`src/rtl/sprite_slot_writer.sv`:
```
// sprite_slot_writer: bus initiator for the sprite video slot.
// Copies a PIX_W-bit-per-pixel bitmap from an external ROM into the slot's
// sprite RAM. Pushes the bypass/x0/y0/ctrl register shadow to the slot only
// on frame boundaries, so the sprite never tears mid-frame.
//
// Optional feature macro: SPRITE_DIRTY_SKIP_EN
//   defined   : a register pass writes only fields that changed since the last pass
//   undefined : every register pass writes all four fields
//
// state | meaning
// IDLE  | waiting for load_start or frame_tick with an update pending
// LOAD  | streaming ROM pixels into sprite RAM, one write per cycle
// DRAIN | last RAM write on the bus; load_done follows
// REG   | writing the snapshotted register fields to the slot
module sprite_slot_writer #(
  parameter int ADDR_WIDTH = 10,
  parameter int PIX_W      = 2
) (
  input  logic                  clk,
  input  logic                  reset,
  input  logic                  load_start,
  output logic [ADDR_WIDTH-1:0] rom_addr,
  input  logic [PIX_W-1:0]      rom_data,
  input  logic                  upd_req,
  input  logic [10:0]           x_in,
  input  logic [10:0]           y_in,
  input  logic [4:0]            ctrl_in,
  input  logic                  bypass_in,
  input  logic                  frame_tick,
  output logic                  cs,
  output logic                  write,
  output logic [13:0]           addr,
  output logic [31:0]           wr_data,
  output logic                  busy,
  output logic                  load_done
);

  localparam int CW = ADDR_WIDTH + 1;
  localparam logic [CW-1:0] LAST_IDX = CW'((1 << ADDR_WIDTH) - 1);

  localparam logic [10:0] X_RST      = 11'd0;
  localparam logic [10:0] Y_RST      = 11'd0;
  localparam logic [4:0]  CTRL_RST   = 5'b00100;
  localparam logic        BYPASS_RST = 1'b0;

  typedef enum logic [1:0] {
    S_IDLE,
    S_LOAD,
    S_DRAIN,
    S_REG
  } state_t;

  state_t state_q, state_d;

  logic [CW-1:0]         cnt_q, cnt_d;
  logic [ADDR_WIDTH-1:0] rom_addr_q, rom_addr_d;
  logic                  cs_q, cs_d;
  logic [13:0]           addr_q, addr_d;
  logic [31:0]           wr_data_q, wr_data_d;
  logic                  busy_q, busy_d;
  logic                  load_done_q, load_done_d;
  logic                  pending_q, pending_d;

  // Shadow captured on upd_req
  logic [10:0] sh_x_q, sh_x_d;
  logic [10:0] sh_y_q, sh_y_d;
  logic [4:0]  sh_ctrl_q, sh_ctrl_d;
  logic        sh_bypass_q, sh_bypass_d;

  // Snapshot of the shadow taken when a register pass starts
  logic [10:0] wc_x_q, wc_x_d;
  logic [10:0] wc_y_q, wc_y_d;
  logic [4:0]  wc_ctrl_q, wc_ctrl_d;
  logic        wc_bypass_q, wc_bypass_d;

  // Fields still to be written in the current register pass (bit k = field k)
  logic [3:0]  mask_q, mask_d;

  logic [3:0]  start_mask;
  logic [1:0]  fld;
  logic [3:0]  rem_mask;
  logic [CW-1:0] cnt_plus2;

`ifdef SPRITE_DIRTY_SKIP_EN
  logic [10:0] last_x_q, last_x_d;
  logic [10:0] last_y_q, last_y_d;
  logic [4:0]  last_ctrl_q, last_ctrl_d;
  logic        last_bypass_q, last_bypass_d;
`endif

  // Field index 0..3 = bypass, x0, y0, ctrl; register space lives at addr[13]=1
  function automatic logic [13:0] reg_addr(input logic [1:0] f);
    return 14'h2000 | 14'(f);
  endfunction

  function automatic logic [31:0] reg_data(
    input logic [1:0]  f,
    input logic        b,
    input logic [10:0] x,
    input logic [10:0] y,
    input logic [4:0]  c
  );
    logic [31:0] d;
    case (f)
      2'd0:    d = 32'(b);
      2'd1:    d = 32'(x);
      2'd2:    d = 32'(y);
      default: d = 32'(c);
    endcase
    return d;
  endfunction

  function automatic logic [1:0] first_field(input logic [3:0] m);
    logic [1:0] f;
    if (m[0])      f = 2'd0;
    else if (m[1]) f = 2'd1;
    else if (m[2]) f = 2'd2;
    else           f = 2'd3;
    return f;
  endfunction

  // Which fields a register pass starting now has to write
`ifdef SPRITE_DIRTY_SKIP_EN
  assign start_mask = {sh_ctrl_q   != last_ctrl_q,
                       sh_y_q      != last_y_q,
                       sh_x_q      != last_x_q,
                       sh_bypass_q != last_bypass_q};
`else
  assign start_mask = 4'hF;
`endif

  // Next-state and next-output computation for the whole controller
  always_comb begin
    state_d     = state_q;
    cnt_d       = cnt_q;
    rom_addr_d  = rom_addr_q;
    cs_d        = 1'b0;
    addr_d      = '0;
    wr_data_d   = '0;
    load_done_d = 1'b0;
    pending_d   = pending_q;
    sh_x_d      = sh_x_q;
    sh_y_d      = sh_y_q;
    sh_ctrl_d   = sh_ctrl_q;
    sh_bypass_d = sh_bypass_q;
    wc_x_d      = wc_x_q;
    wc_y_d      = wc_y_q;
    wc_ctrl_d   = wc_ctrl_q;
    wc_bypass_d = wc_bypass_q;
    mask_d      = mask_q;
    fld         = 2'd0;
    rem_mask    = 4'h0;
    cnt_plus2   = cnt_q + CW'(2);
`ifdef SPRITE_DIRTY_SKIP_EN
    last_x_d      = last_x_q;
    last_y_d      = last_y_q;
    last_ctrl_d   = last_ctrl_q;
    last_bypass_d = last_bypass_q;
`endif

    case (state_q)
      S_IDLE: begin
        rom_addr_d = '0;
        if (frame_tick && pending_q) begin
          // Tick wins over a same-cycle load_start; that load is dropped
          wc_x_d      = sh_x_q;
          wc_y_d      = sh_y_q;
          wc_ctrl_d   = sh_ctrl_q;
          wc_bypass_d = sh_bypass_q;
          pending_d   = 1'b0;
`ifdef SPRITE_DIRTY_SKIP_EN
          last_x_d      = sh_x_q;
          last_y_d      = sh_y_q;
          last_ctrl_d   = sh_ctrl_q;
          last_bypass_d = sh_bypass_q;
`endif
          fld      = first_field(start_mask);
          rem_mask = start_mask & ~(4'b0001 << fld);
          if (start_mask != 4'h0) begin
            cs_d      = 1'b1;
            addr_d    = reg_addr(fld);
            wr_data_d = reg_data(fld, sh_bypass_q, sh_x_q, sh_y_q, sh_ctrl_q);
          end
          mask_d  = rem_mask;
          state_d = S_REG;
        end else if (load_start) begin
          // rom_addr already held 0 this cycle, so pixel 0 arrives next cycle
          cnt_d      = '0;
          rom_addr_d = ADDR_WIDTH'(1);
          state_d    = S_LOAD;
        end
      end

      S_LOAD: begin
        // rom_data belongs to pixel cnt_q; rom_addr runs one pixel ahead
        cs_d      = 1'b1;
        addr_d    = 14'(cnt_q[ADDR_WIDTH-1:0]);
        wr_data_d = 32'(rom_data);
        cnt_d     = cnt_q + CW'(1);
        if (cnt_q == LAST_IDX) begin
          rom_addr_d = '0;
          state_d    = S_DRAIN;
        end else if (cnt_plus2 <= LAST_IDX) begin
          rom_addr_d = cnt_plus2[ADDR_WIDTH-1:0];
        end else begin
          rom_addr_d = '0;
        end
      end

      S_DRAIN: begin
        load_done_d = 1'b1;
        state_d     = S_IDLE;
      end

      S_REG: begin
        if (mask_q != 4'h0) begin
          fld       = first_field(mask_q);
          cs_d      = 1'b1;
          addr_d    = reg_addr(fld);
          wr_data_d = reg_data(fld, wc_bypass_q, wc_x_q, wc_y_q, wc_ctrl_q);
          mask_d    = mask_q & ~(4'b0001 << fld);
        end else begin
          state_d = S_IDLE;
        end
      end

      default: state_d = S_IDLE;
    endcase

    // A new update always lands in the shadow and re-arms pending, even when
    // it coincides with the tick that consumes the previous one
    if (upd_req) begin
      sh_x_d      = x_in;
      sh_y_d      = y_in;
      sh_ctrl_d   = ctrl_in;
      sh_bypass_d = bypass_in;
      pending_d   = 1'b1;
    end

    busy_d = (state_d != S_IDLE);
  end

  // Controller state and all registered outputs
  always_ff @(posedge clk or posedge reset) begin
    if (reset) begin
      state_q     <= S_IDLE;
      cnt_q       <= '0;
      rom_addr_q  <= '0;
      cs_q        <= 1'b0;
      addr_q      <= '0;
      wr_data_q   <= '0;
      busy_q      <= 1'b0;
      load_done_q <= 1'b0;
      pending_q   <= 1'b0;
      sh_x_q      <= X_RST;
      sh_y_q      <= Y_RST;
      sh_ctrl_q   <= CTRL_RST;
      sh_bypass_q <= BYPASS_RST;
      wc_x_q      <= X_RST;
      wc_y_q      <= Y_RST;
      wc_ctrl_q   <= CTRL_RST;
      wc_bypass_q <= BYPASS_RST;
      mask_q      <= 4'h0;
    end else begin
      state_q     <= state_d;
      cnt_q       <= cnt_d;
      rom_addr_q  <= rom_addr_d;
      cs_q        <= cs_d;
      addr_q      <= addr_d;
      wr_data_q   <= wr_data_d;
      busy_q      <= busy_d;
      load_done_q <= load_done_d;
      pending_q   <= pending_d;
      sh_x_q      <= sh_x_d;
      sh_y_q      <= sh_y_d;
      sh_ctrl_q   <= sh_ctrl_d;
      sh_bypass_q <= sh_bypass_d;
      wc_x_q      <= wc_x_d;
      wc_y_q      <= wc_y_d;
      wc_ctrl_q   <= wc_ctrl_d;
      wc_bypass_q <= wc_bypass_d;
      mask_q      <= mask_d;
    end
  end

`ifdef SPRITE_DIRTY_SKIP_EN
  // Last values written to the slot, compared against the shadow on each tick
  always_ff @(posedge clk or posedge reset) begin
    if (reset) begin
      last_x_q      <= X_RST;
      last_y_q      <= Y_RST;
      last_ctrl_q   <= CTRL_RST;
      last_bypass_q <= BYPASS_RST;
    end else begin
      last_x_q      <= last_x_d;
      last_y_q      <= last_y_d;
      last_ctrl_q   <= last_ctrl_d;
      last_bypass_q <= last_bypass_d;
    end
  end
`endif

  assign rom_addr  = rom_addr_q;
  assign cs        = cs_q;
  assign write     = cs_q;
  assign addr      = addr_q;
  assign wr_data   = wr_data_q;
  assign busy      = busy_q;
  assign load_done = load_done_q;

endmodule

```
`config.mk`:
```
export PLATFORM = sky130hd
export DESIGN_NAME = sprite_slot_writer
export DESIGN_NICKNAME = d
export VERILOG_FILES = /design/src/rtl/sprite_slot_writer.sv
export SDC_FILE = /design/constraint.sdc
export NUM_CORES = 1
export LEC_CHECK = 0
export ABC_AREA = 1
export ABC_CLOCK_PERIOD_IN_PS = 6600
export CAP_MARGIN = 5
export CORE_MARGIN = 4
export CORE_UTILIZATION = 47
export CTS_BUF_LIST = sky130_fd_sc_hd__clkbuf_16
export DETAILED_ROUTE_END_ITERATION = 6
export MAX_ROUTING_LAYER = met4
export PLACE_DENSITY = 0.74
export SYNTH_ARGS = -nofsm -noshare
export SYNTH_HDL_FRONTEND = slang
export SYNTH_SLANG_ARGS = --single-unit
```
`constraint.sdc`:
```
create_clock -name clk -period 6.6 [get_ports clk]
set_clock_uncertainty 0.05 [all_clocks]
set_input_delay 1.32 -clock clk [delete_from_list [all_inputs] [get_ports clk]]
set_output_delay 1.32 -clock clk [all_outputs]
set_load 0.1 [all_outputs]
```
==> impl_metrics.ini <==
[logic_synthesis]
synth_common_cells = nand2_1 (126), dfrtp_1 (107), o21ai_0 (68)
async_flop_share = 1.00
synth-edff-count = 0
ys.flop_type = dfrtp_1
synthDistinctLibCells = 40
syn_area_per_cell_um2 = 9.17
ys_seq_elements = 109
ys_warn_count = 0
netlist_instances = 520
synth_top_area_cell = dfrtp_1
syn_area_um2 = 4770
ys_top_cells_by_area = dfrtp_1 (56%), nand2_1 (9.9%), o21ai_0 (7.1%)
synth.top_cell.area_share = 0.562
synth_seq_area_share = 0.573
yosysMostFrequentCell = nand2_1

[job]
maxCapViolCount = 0

[global_routing]
overflow = 0
met1_usage = 0.220
grt_pass1_vias = 3462
met3_usage = 0.0272
grt_pass1_wl_um = 15900
grt_antenna_before_repair = 0
gr-max-usage-layer = met2
track_usage = 0.176
grt_start_max_net_pins = 60
grt_util_met2 = 0.295

[drt]
wire_per_inst_um = 13.1
vias_per_cell = 4.84
vias = 3496
drt-total-wl_um = 9490
firstDrtPassIters = 4
ant_nets = 0
drc = 0
drtIter0Drc = 147

[cells_and_area]
area_delta_synth_final_pct = 21.4
n_antenna_cell = 0
fin_nets = 624
drive_gt1_frac = 0.0814
finalNonFillerCells = 723
utilization = 0.589

[setup_path]
arrival_ns = 1.85
path_cells = clkdlybuf4s50_1
cp_max_fo = 2
critPathMaxStageDelay_ns = 1.15
crit_required_ns = 5.23
crit_slowest_cell = clkdlybuf4s50_1
endpoint_kind = output port
cp-start-kind = register
critical_path_class = register to output port
crit_family = buffers and inverters
crit_buf_inv = 1

[power]
clock_power_share = 0.196
p_seq_frac = 0.365
power.switching_mw = 1.29
p_int_mw = 1.45
combPwrFrac = 0.439
p_leak_nw = 2.72
vdd_drop_max_uv = 270
powerDensity_nw_per_um2 = 473
sw_frac_of_total = 0.470

[placement]
dp_hpwl_um = 6940
placed_cells_incl_taps = 707
gp_congestion = 0.833
io_buffers = 70

[min_path]
hold_path_class = register to register

[sta]
post-route-period-util = 0.488
final.setup.tns_ns = 0
worst_pin_slew_ns = 0.990
final-setup-viol-count = 0
slew_viol_final = 0
fin_crit_ns = 3.22
fmax_mhz = 310
hold_viol_final = 0
rsz0062_at_grt = no
maxSlewHeadroom = 0.338

[clocking]
clk_pin_slew_ns = 0.07
ctsResizeCount = 0
cts_made_buffers = 9
clock-root-buffer = clkbuf_16
clockBufferDepth = 2
insertion_delay_ns = 0.34
cts_max_level = 3
cts.sink_count = 109
tritoncts = yes
post_cts.repair.setup_buffers = 0
ctsHoldBuffers = 0

[floorplanning]
die_y_um = 109
coreArea_um2 = 9820
die_w_um = 109
dieArea_um2 = 11800
initial_core_util = 0.485
ios = 95
rows = 36

[status]
status = complete, no violations
==> per-layer routing <==
layer  wire length, um  share of wire
met1              4090           0.43
met2              4800           0.51
met3               488          0.051
met4               116          0.012
met5                 0              0
==> through the flow <==
step	power [mW]	hold slack [ns]	worst slack, ns	cell area, um2
2_1_floorplan	1.93	0.398	2.36	4850
3_3_place_gp	2.19	0.418	3.37	5480
3_5_place_dp	2.22	0.423	3.35	5480
4_1_cts	2.76	0.437	3.37	5780
5_1_grt	2.89	0.462	3.35	5780
6_report	2.73	0.433	3.38	5780
==> layout make-up <==
cell class                 count  area (um2)
inverter                      59         225
multi-input combinational    334        1650
sequential                   109        2730
clock inverter                 7        75.1
clock buffer                   9         225
timing repair buffer          72         716
fill                         898        4040
tap                          133         166
==> placed cells by master, fill, tap and decap left out, types with 5 or more instances in the layout <==
cell and n:
a21oi_1 11, clkbuf_16 9, clkdlybuf4s50_1 70, conb_1 24
dfrtp_1 107, inv_1 54, nand2_1 126, nand2_2 6
nand3_1 20, nor2_1 29, o21ai_0 68, o21ai_1 6
o22ai_1 5
==> path summary, 6_finish.rpt <==
kind | from | slack [ns] | cells after the start | to
max reg2reg | state_q[1] | 4.29 | 8 | busy
min reg2reg | sh_ctrl_q[2] | 0.43 | 2 | sh_ctrl_q[2]
max in group asynchronous | reset | 4.00 | 3 | wc_y_q[10]
min in group asynchronous | reset | 1.35 | 2 | cnt_q[6]
min | sh_ctrl_q[2] | 0.43 | 2 | sh_ctrl_q[2]
max | rom_addr[0] | 3.38 | 1 | rom_addr[0]
==> cell families after synthesis <==
logic type	after synthesis	synth area share
and+or+nand+nor	196	0.180
DFF	109	0.573
AOI/OAI and AO/OA	106	0.124
buffers and inverters	100	0.0998
adders and majority gates	4	0.0105
xor gates and xnor gates	3	0.00945
other	1	0.000787
muxes	1	0.00236
==> registers in the layout, indices dropped and copies added, names as in the netlist <==
signal and cells:
cnt_q 11, busy 1, wc_y_q 11, wc_ctrl_q 5, rom_addr 10, wr_data 11
load_done 1, sh_ctrl_q 5, addr 11, wc_x_q 11, pending_q 1, sh_bypass_q 1
wc_bypass_q 1, cs 1, sh_x_q 11, sh_y_q 11, state_q 2, mask_q 4
==> worst register-to-register path, cell delays in order (launching register included) <==
cell and delay [ns]:
dfrtp_1 0.69, nor2_1 0.16, inv_2 0.10, nor2_2 0.05, inv_2 0.57, nand2_2 0.14, inv_1 0.13, o211ai_2 0.10
or2_1 0.21
==> power by group through the flow <==
stage	logic (mW)	registers (mW)	clock network, mW
4_1_cts	1.21	0.998	0.548
3_5_place_dp	1.21	1.01	0
2_1_floorplan	0.528	1.40	0
6_report	1.20	0.997	0.536
3_3_place_gp	1.19	1.00	0
5_1_grt	1.30	1.02	0.568
No activity file was read; power rests on OpenSTA's default activity.
